`src/rtl/ex_issue.sv`:
```
// ex_issue: ID/EX pipeline register in front of the ALU.
// Takes one decoded instruction per cycle from decode, resolves both sources
// through the forwarding network, applies the PC/immediate operand select and
// holds a registered op/in1/in2 triple plus destination and store-data side-band.
// Load-use and RAW hazards stall decode (id_ready low) and leave bubbles behind.
//
// Build option:
//   EX_ISSUE_FORWARDING_EN defined   -> full alu_out / MEM / WB bypass; only a
//                                       load still in flight causes a hazard.
//   EX_ISSUE_FORWARDING_EN undefined -> WB bypass only; any producer still in
//                                       EX or MEM is a hazard.

package ex_issue_pkg;
    typedef enum logic [3:0] {
        ALU_ADD  = 4'd0,
        ALU_SUB  = 4'd1,
        ALU_AND  = 4'd2,
        ALU_OR   = 4'd3,
        ALU_XOR  = 4'd4,
        ALU_SLL  = 4'd5,
        ALU_SRL  = 4'd6,
        ALU_SRA  = 4'd7,
        ALU_SLT  = 4'd8,
        ALU_SLTU = 4'd9,
        ALU_LUI  = 4'd10
    } aluop_t;
endpackage

// Per-source operand resolution: bypass select and hazard detect for one rsN.
module ex_issue_src #(
    parameter int XLEN = 32
) (
    input  logic [4:0]      rs,
    input  logic            used,
    input  logic [XLEN-1:0] rf_val,
    input  logic            held_valid,
    input  logic [4:0]      held_rd,
    input  logic            held_is_load,
    input  logic [XLEN-1:0] alu_out,
    input  logic            mem_we,
    input  logic            mem_is_load,
    input  logic [4:0]      mem_rd,
    input  logic [XLEN-1:0] mem_val,
    input  logic            wb_we,
    input  logic [4:0]      wb_rd,
    input  logic [XLEN-1:0] wb_val,
    output logic [XLEN-1:0] fwd,
    output logic            hazard
);
    logic is_zero;
    logic held_hit;
    logic mem_hit;
    logic wb_hit;

    assign is_zero  = (rs == 5'd0);
    assign held_hit = held_valid && (held_rd == rs);
    assign mem_hit  = mem_we && (mem_rd == rs);
    assign wb_hit   = wb_we && (wb_rd == rs);

`ifdef EX_ISSUE_FORWARDING_EN
    // Youngest producer wins; a held load has no result yet so it is skipped
    // here and reported as a hazard instead.
    always_comb begin
        fwd = rf_val;
        if (is_zero)
            fwd = '0;
        else if (held_hit && !held_is_load)
            fwd = alu_out;
        else if (mem_hit)
            fwd = mem_val;
        else if (wb_hit)
            fwd = wb_val;
    end

    // Only load data not yet available anywhere forces a stall.
    always_comb begin
        hazard = used && !is_zero &&
                 ((held_hit && held_is_load) || (mem_hit && mem_is_load));
    end
`else
    // Without the EX/MEM bypass these inputs have no consumer.
    logic unused_nofwd;
    assign unused_nofwd = ^{alu_out, mem_val, held_is_load, mem_is_load};

    // Only the writeback value can be bypassed.
    always_comb begin
        fwd = rf_val;
        if (is_zero)
            fwd = '0;
        else if (wb_hit)
            fwd = wb_val;
    end

    // Any producer still in EX or MEM must reach WB before we can issue.
    always_comb begin
        hazard = used && !is_zero && (held_hit || mem_hit);
    end
`endif
endmodule

module ex_issue
    import ex_issue_pkg::*;
#(
    parameter int XLEN        = 32,
    parameter int STALL_CNT_W = 16
) (
    input  logic                   clk,
    input  logic                   rst_n,
    // decode side
    input  logic                   id_valid,
    output logic                   id_ready,
    input  aluop_t                 id_op,
    input  logic [4:0]             id_rs1,
    input  logic [4:0]             id_rs2,
    input  logic [4:0]             id_rd,
    input  logic                   id_rs1_used,
    input  logic                   id_rs2_used,
    input  logic [XLEN-1:0]        id_rs1_val,
    input  logic [XLEN-1:0]        id_rs2_val,
    input  logic [XLEN-1:0]        id_imm,
    input  logic [XLEN-1:0]        id_pc,
    input  logic                   id_use_imm,
    input  logic                   id_use_pc,
    input  logic                   id_is_load,
    // bypass sources
    input  logic [XLEN-1:0]        alu_out,
    input  logic                   mem_we,
    input  logic                   mem_is_load,
    input  logic [4:0]             mem_rd,
    input  logic [XLEN-1:0]        mem_val,
    input  logic                   wb_we,
    input  logic [4:0]             wb_rd,
    input  logic [XLEN-1:0]        wb_val,
    // control
    input  logic                   flush,
    // ALU side
    output logic                   ex_valid,
    input  logic                   ex_ready,
    output aluop_t                 ex_op,
    output logic [XLEN-1:0]        ex_in1,
    output logic [XLEN-1:0]        ex_in2,
    output logic [4:0]             ex_rd,
    output logic                   ex_is_load,
    output logic [XLEN-1:0]        ex_rs2_val,
    output logic [STALL_CNT_W-1:0] stall_cycles
);
    localparam int NUM_SRC = 2;

    typedef enum logic {EMPTY = 1'b0, FULL = 1'b1} state_t;

    state_t state;
    state_t state_nxt;

    logic [NUM_SRC-1:0][4:0]      src_rs;
    logic [NUM_SRC-1:0]           src_used;
    logic [NUM_SRC-1:0][XLEN-1:0] src_rf;
    logic [NUM_SRC-1:0][XLEN-1:0] src_fwd;
    logic [NUM_SRC-1:0]           src_haz;

    logic hazard;
    logic capture;
    logic stall_inc;

    // Source 0 is rs1, source 1 is rs2.
    assign src_rs   = {id_rs2, id_rs1};
    assign src_used = {id_rs2_used, id_rs1_used};
    assign src_rf   = {id_rs2_val, id_rs1_val};

    for (genvar g = 0; g < NUM_SRC; g++) begin : g_src
        ex_issue_src #(.XLEN(XLEN)) u_src (
            .rs           (src_rs[g]),
            .used         (src_used[g]),
            .rf_val       (src_rf[g]),
            .held_valid   (ex_valid),
            .held_rd      (ex_rd),
            .held_is_load (ex_is_load),
            .alu_out      (alu_out),
            .mem_we       (mem_we),
            .mem_is_load  (mem_is_load),
            .mem_rd       (mem_rd),
            .mem_val      (mem_val),
            .wb_we        (wb_we),
            .wb_rd        (wb_rd),
            .wb_val       (wb_val),
            .fwd          (src_fwd[g]),
            .hazard       (src_haz[g])
        );
    end

    assign hazard    = |src_haz;
    assign ex_valid  = (state == FULL);
    // Flush outranks everything, including a free downstream slot.
    assign id_ready  = !flush && !hazard && (!ex_valid || ex_ready);
    assign capture   = id_valid && id_ready;
    assign stall_inc = id_valid && hazard && !flush;

    // State register.
    always_ff @(posedge clk or negedge rst_n) begin
        if (!rst_n)
            state <= EMPTY;
        else
            state <= state_nxt;
    end

    // Next state: flush empties, capture fills, a drained slot becomes a bubble.
    always_comb begin
        state_nxt = state;
        if (flush)
            state_nxt = EMPTY;
        else if (capture)
            state_nxt = FULL;
        else if (state == FULL && ex_ready)
            state_nxt = EMPTY;
    end

    // Operand/side-band register; untouched unless a new instruction is taken,
    // so a stalled FULL slot presents stable values to the ALU.
    always_ff @(posedge clk or negedge rst_n) begin
        if (!rst_n) begin
            ex_op      <= ALU_ADD;
            ex_in1     <= '0;
            ex_in2     <= '0;
            ex_rd      <= '0;
            ex_is_load <= 1'b0;
            ex_rs2_val <= '0;
        end else if (capture) begin
            ex_op      <= id_op;
            ex_in1     <= id_use_pc  ? id_pc  : src_fwd[0];
            ex_in2     <= id_use_imm ? id_imm : src_fwd[1];
            ex_rd      <= id_rd;
            ex_is_load <= id_is_load;
            ex_rs2_val <= src_fwd[1];
        end
    end

    // Hazard stall counter, sticks at all-ones.
    always_ff @(posedge clk or negedge rst_n) begin
        if (!rst_n)
            stall_cycles <= '0;
        else if (stall_inc && !(&stall_cycles))
            stall_cycles <= stall_cycles + STALL_CNT_W'(1);
    end
endmodule

```
`config.mk`:
```
export PLATFORM = sky130hd
export DESIGN_NAME = ex_issue
export DESIGN_NICKNAME = d
export VERILOG_FILES = /design/src/rtl/ex_issue.sv
export SDC_FILE = /design/constraint.sdc
export NUM_CORES = 1
export LEC_CHECK = 0
export ABC_CLOCK_PERIOD_IN_PS = 2590
export BUFFER_PORTS_ARGS = -buffer_cell sky130_fd_sc_hd__buf_2
export CAP_MARGIN = 10
export CORE_AREA = 2 2 151 153
export CTS_CLUSTER_SIZE = 14
export DETAILED_ROUTE_END_ITERATION = 10
export DIE_AREA = 0 0 153 155
export PLACE_DENSITY = 0.68
export SETUP_SLACK_MARGIN = 0.02
export SYNTH_ARGS = -nofsm -noshare
export SYNTH_HDL_FRONTEND = slang
export SYNTH_SLANG_ARGS = --single-unit
```
`constraint.sdc`:
```
create_clock -name clk -period 2.59 [get_ports clk]
set_clock_uncertainty 0.2 [all_clocks]
set_input_delay 0 -clock clk [delete_from_list [all_inputs] [get_ports clk]]
set_output_delay 0 -clock clk [all_outputs]
set_load 0.01 [all_outputs]
```
# Word-level counts from Yosys, hierarchy flattened
# Cells that the tools add are included.
word_totals:
  n_memories: 0
  ff_bits: 123
  out_inout_bits: 124
  mem_bits_rw: 0
  inputBits: 266
  latch_bits: 0
  mem_bits_ro: 0
  word_cells: 55
classes:
  add_sub_neg: 1
  mux: 9
  n_div: 0
  n_reduce_logical: 31
  mul: 0
  bitwise: 0
  eq_ne: 6
  magnitude_cmp: 0
  shifts: 0
ops:
  columns: ["op", "count"]
  rows:
  - ["$mux 32", 6]
  - ["$eq 5x5->1", 6]
  - ["$logic_and 1x1->1", 17]
  - ["$add 16x1->16 const B", 1]
  - ["$reduce_and 16->1", 1]
  - ["$logic_not 5->1", 2]
  - ["$logic_not 1->1", 6]
  - ["$logic_or 1x1->1", 3]
  - ["$mux 1", 3]
  - ["$reduce_bool 3->1", 1]
  - ["$reduce_or 2->1", 1]

# Longest topological paths before layout
depth:
  ltp_word: 11
  mapped_depth: 10
  ltp_nobuf: 8

# By module
# From an unflattened synthesis, not the netlist that was laid out.
hier_totals:
  hier_cells: 729
  area_unflattened_um2: 6959.2
by_module_without_submodules:
  columns: ["mod", "seq_area_each_um2", "instances", "area_each_um2", "cells_each"]
  rows:
  - ["ex_issue", 3078.0, 1, 5415.2, 449]
  - ["ex_issue_src", 0.0, 2, 772.0, 140]

# Worst setup path after synthesis
# No wires, ideal clock.
synth_path:
  path_type: "reg-to-reg"
  from: "register ex_rd[4]"
  to: "register ex_rs2_val[10]"
  n_path_buf: 3
  period_less_slack_ns: 2.301
  stages_incl_launch_ff: 11
  t_required_ns: 2.255
  slack_ns: 0.289
  setup_time_ns: 0.135
  arrival_time_ns: 1.967
  path_cell_list: "dfrtp_1 xnor2_1 nand4_1 o22ai_1 a32o_2 or3_4 buf_6 buf_6 buf_2 nand2_1 o31ai_1"
synth_via:
  elab_chain_len: 9
  word_cells_on_any_way: 13
  cone_classes: "eq/ne: 2; reduce/logical: 11"
synth_rtl:
  columns: ["item", "line", "rtl"]
  rows:
  - ["from (decl)", "142", "output logic [4:0] ex_rd,"]
  - ["from (signal assigned)", "230", "ex_rd <= id_rd;"]
  - ["$eq 5x5->1", "56", "assign held_hit = held_valid && (held_rd == rs);"]
  - ["$logic_and 1x1->1", "56", null]
  - ["$logic_or 1x1->1", "96", "hazard = used && !is_zero && (held_hit || mem_hit);"]
  - ["$logic_and 1x1->1", "96", null]
  - ["$reduce_or 2->1 *", "190", "assign hazard = |src_haz;"]
  - ["$logic_not 1->1 *", "193", "assign id_ready = !flush && !hazard && (!ex_valid || ex_ready);"]
  - ["$logic_and 1x1->1 * (2 in series)", "193", null]
  - ["$logic_and 1x1->1 *", "194", "assign capture = id_valid && id_ready;"]
  - ["to (signal assigned)", "232", "ex_rs2_val <= src_fwd[1];"]
  - ["to (decl)", "144", "output logic [XLEN-1:0] ex_rs2_val,"]
# Mark *: on every way between the ends. The rest lies on a longest branch, timed or not.
# A chain may end at the register's enable or synchronous reset.

# Worst setup path after layout
layout_path:
  from: "register ex_rd[4]"
  to: "register ex_is_load"
layout_via:
  elab_chain_len: 9
  word_cells_on_any_way: 13
  cone_classes: "eq/ne: 2; reduce/logical: 11"
layout_rtl:
  columns: ["item", "line", "rtl"]
  rows:
  - ["$eq 5x5->1", "56", null]
  - ["$logic_and 1x1->1", "56", null]
  - ["$logic_or 1x1->1", "96", null]
  - ["$logic_and 1x1->1", "96", null]
  - ["$reduce_or 2->1 *", "190", null]
  - ["$logic_not 1->1 *", "193", null]
  - ["$logic_and 1x1->1 * (2 in series)", "193", null]
  - ["$logic_and 1x1->1 *", "194", null]
  - ["to (signal assigned)", "231", "ex_is_load <= id_is_load;"]
  - ["to (decl)", "143", "output logic ex_is_load,"]
# Marked as above.

==> metrics <==
post-route clock period utilization=0.965; Root Driver=clkbuf_16; post-synthesis compound-gate area fraction=0.144; Avg Cell Area, Syn=8.98 µm²; fillers=1963; Post-Synth Simple-Gate Area=0.167; top cells by area, synth=dfrtp_1 (49%), mux2i_1 (10%), nand2_1 (8.1%), a21oi_1 (5.1%), nor2_1 (4.6%); FF+latch count, synth=123; Pre-antenna DRT Iters=5; Final Wtd Congestion=0.878; Mapped Cells=705; Worst Path Max Fanout=6; hold wc startpoint=ex_ready; grt met2 use=0.384; # Max-Cap Violations=0; max_slew headroom=0.664; DR iter-0 viols=623; area of the multi-input gates=0.00303 mm²; GRT Total Usage=0.228; CTS tree=yes; Net Count, Synth=972; DRC violations left=0; clk_lat worst skew=0.41 ns; routed len/inst=17.9 µm; worst slew pin tran=0.489 ns; met1 usage=0.270; post-layout util=0.503; GRT overflow=0; Placed Instances=1284; H-tree levels=4; status=finished clean; Ys Warns=0; critical setup path kind=flop to flop; Syn Std Cell Area=0.00633 mm²; FF-to-FF path depth=10; I/O pin count=390; pin count of the biggest net entering global routing=89; most common cell after layout, fill and taps aside=buf_2; Die ar.=0.0237 mm²; register area share after synthesis=0.486; multiplexer share of the synthesized area=0.103; post-synthesis to final-layout area growth=76.7%; Hold Slack=0.0932 ns; Final Hold Viols=0; cell area after layout=0.0112 mm²; DP Worst Slack=0.0728 ns; layout cell share with drive strength beyond 1=0.316; Main synth FF type=dfrtp_1; worst vdd ir=409 µV; routed vias=7659; Hold Path Cell Cnt=6; GR peak layer=met2; EDFF count, synth=0; Post-DRT Antenna Nets=0; RSZ-0062 raised after global routing=true; most frequent cells in the layout=buf_2 (323), dlygate4sd3_1 (218), nand2_1 (137); hpwl dp=17600 µm; main combinational cell family by area after synthesis=simple AND/OR/NAND/NOR gates; port buffer count=324; total clock sinks=123; vias per cell=4.97; global routing usage on met3=0.0616; R2R Path Start=ex_rd[4]; Total Neg Setup Slack=0 ns; total wire length=27700 µm; Critical Path Source Type=flop; initial antenna violation count=2; max frequency=400 MHz; Synth cell types=35; Synth top area share=0.486; Pleak=5.31 nW; initial core utilization=0.285; Area after DPL=0.00833 mm²; Finished Layout Cells=1542; P per Cell Area=581 mW/mm²; worst path arrival time=2.65 ns; Setup violations, final=0; CP required=2.74 ns; critical path endpoint category=flop; Synth Area in Adders=0.00198; final setup margin=0.0901 ns; Power Total=6.49 mW; Die Y=155 µm; worst min-delay path category=input pin to flop; final net count=1509; vias in the first global route=8025; register area=0.00308 mm²; critical path startpoint=ex_rd[4]; CTS clk-pin slew, worst paths=0.06 ns; die extent in x=153 µm; Rows=55; global-route wire length before repair=42500 µm; Final Max Slew Viols=0; Synth Area in XOR/XNOR=0.0609; Period minus WS final=2.50 ns; Async SR Flop Fraction=1.00; area leader, netlist=dfrtp_1; Clock Tree Buf Depth=2; Core ar.=0.0222 mm²; total CTS buffers=17
## sequential cells by signal, indices dropped and copies added, names as in the netlist
signal	count
ex_rs2_val	32
ex_in2	32
ex_in1	32
ex_rd	5
ex_valid	1
ex_is_load	1
ex_op	4
stall_cycles	16
## worst max-delay path, cell delays in order, from the launching register on
cell	delay (ns)
dfrtp_2	0.43
xnor2_1	0.14
nand4_1	0.12
o22ai_1	0.09
a32o_2	0.28
buf_4	0.16
nor3_4	0.16
buf_6	0.16
nand2_1	0.06
dlygate4sd3_1	0.56
nand2_1	0.07
## synth_stat cells (5+ instances only)
| master | n |
|---|---|
| nand2_1 | 137 |
| dfrtp_1 | 123 |
| nor2_1 | 78 |
| a21oi_1 | 65 |
| mux2i_1 | 64 |
| o21ai_1 | 38 |
| clkbuf_1 | 32 |
| o31ai_1 | 32 |
| o21ai_0 | 26 |
| xnor2_1 | 24 |
| xor2_1 | 20 |
| buf_2 | 13 |
| nor3_1 | 8 |
| nand4_1 | 7 |
| nand3_1 | 5 |
## worst paths after layout
path	end	slack, ns
max	ex_is_load	0.09
min	ex_rd[3]	0.09
min reg2reg	ex_rs2_val[17]	0.27
max in group asynchronous	ex_rs2_val[7]	1.31
min in group asynchronous	ex_rs2_val[27]	0.49
max reg2reg	ex_is_load	0.09
## timing repair
action,in CTS,in global routing
gates resized for setup,0,11
endpoints found under the hold margin,231,0
hold buffers,219,0
endpoints found under the setup margin,0,12
setup buffers,0,4
## routing by layer
| layer | part of all wire | routed length (µm) | vias up |
|---|---|---|---|
| met5 | 0 | 0 | - |
| met4 | 0.041 | 1140 | 0 |
| met3 | 0.074 | 2040 | 86 |
| met2 | 0.49 | 13600 | 419 |
| met1 | 0.39 | 10900 | 3663 |
| li1 | - | - | 3491 |
## power by group
group          switching, mW  internal [mW]
registers              0.179           2.22
clock network          0.938           1.42
logic                  0.878          0.852
## logic make-up after synthesis
group	count (synthesis)
compound gates	164
xor+xnor	44
fa+ha+maj	1
buf+inv	54
flops	123
mux	65
simple gates	254
## final cells by class
class,count,share of cell area
antenna,2,0.000447
tap,285,0.0319
timing repair buffer,568,0.369
sequential,123,0.276
clock buffer,19,0.0387
multi-input combinational,528,0.270
inverter,4,0.00134
clock inverter,13,0.0128
(Power assumes the default switching activity.)
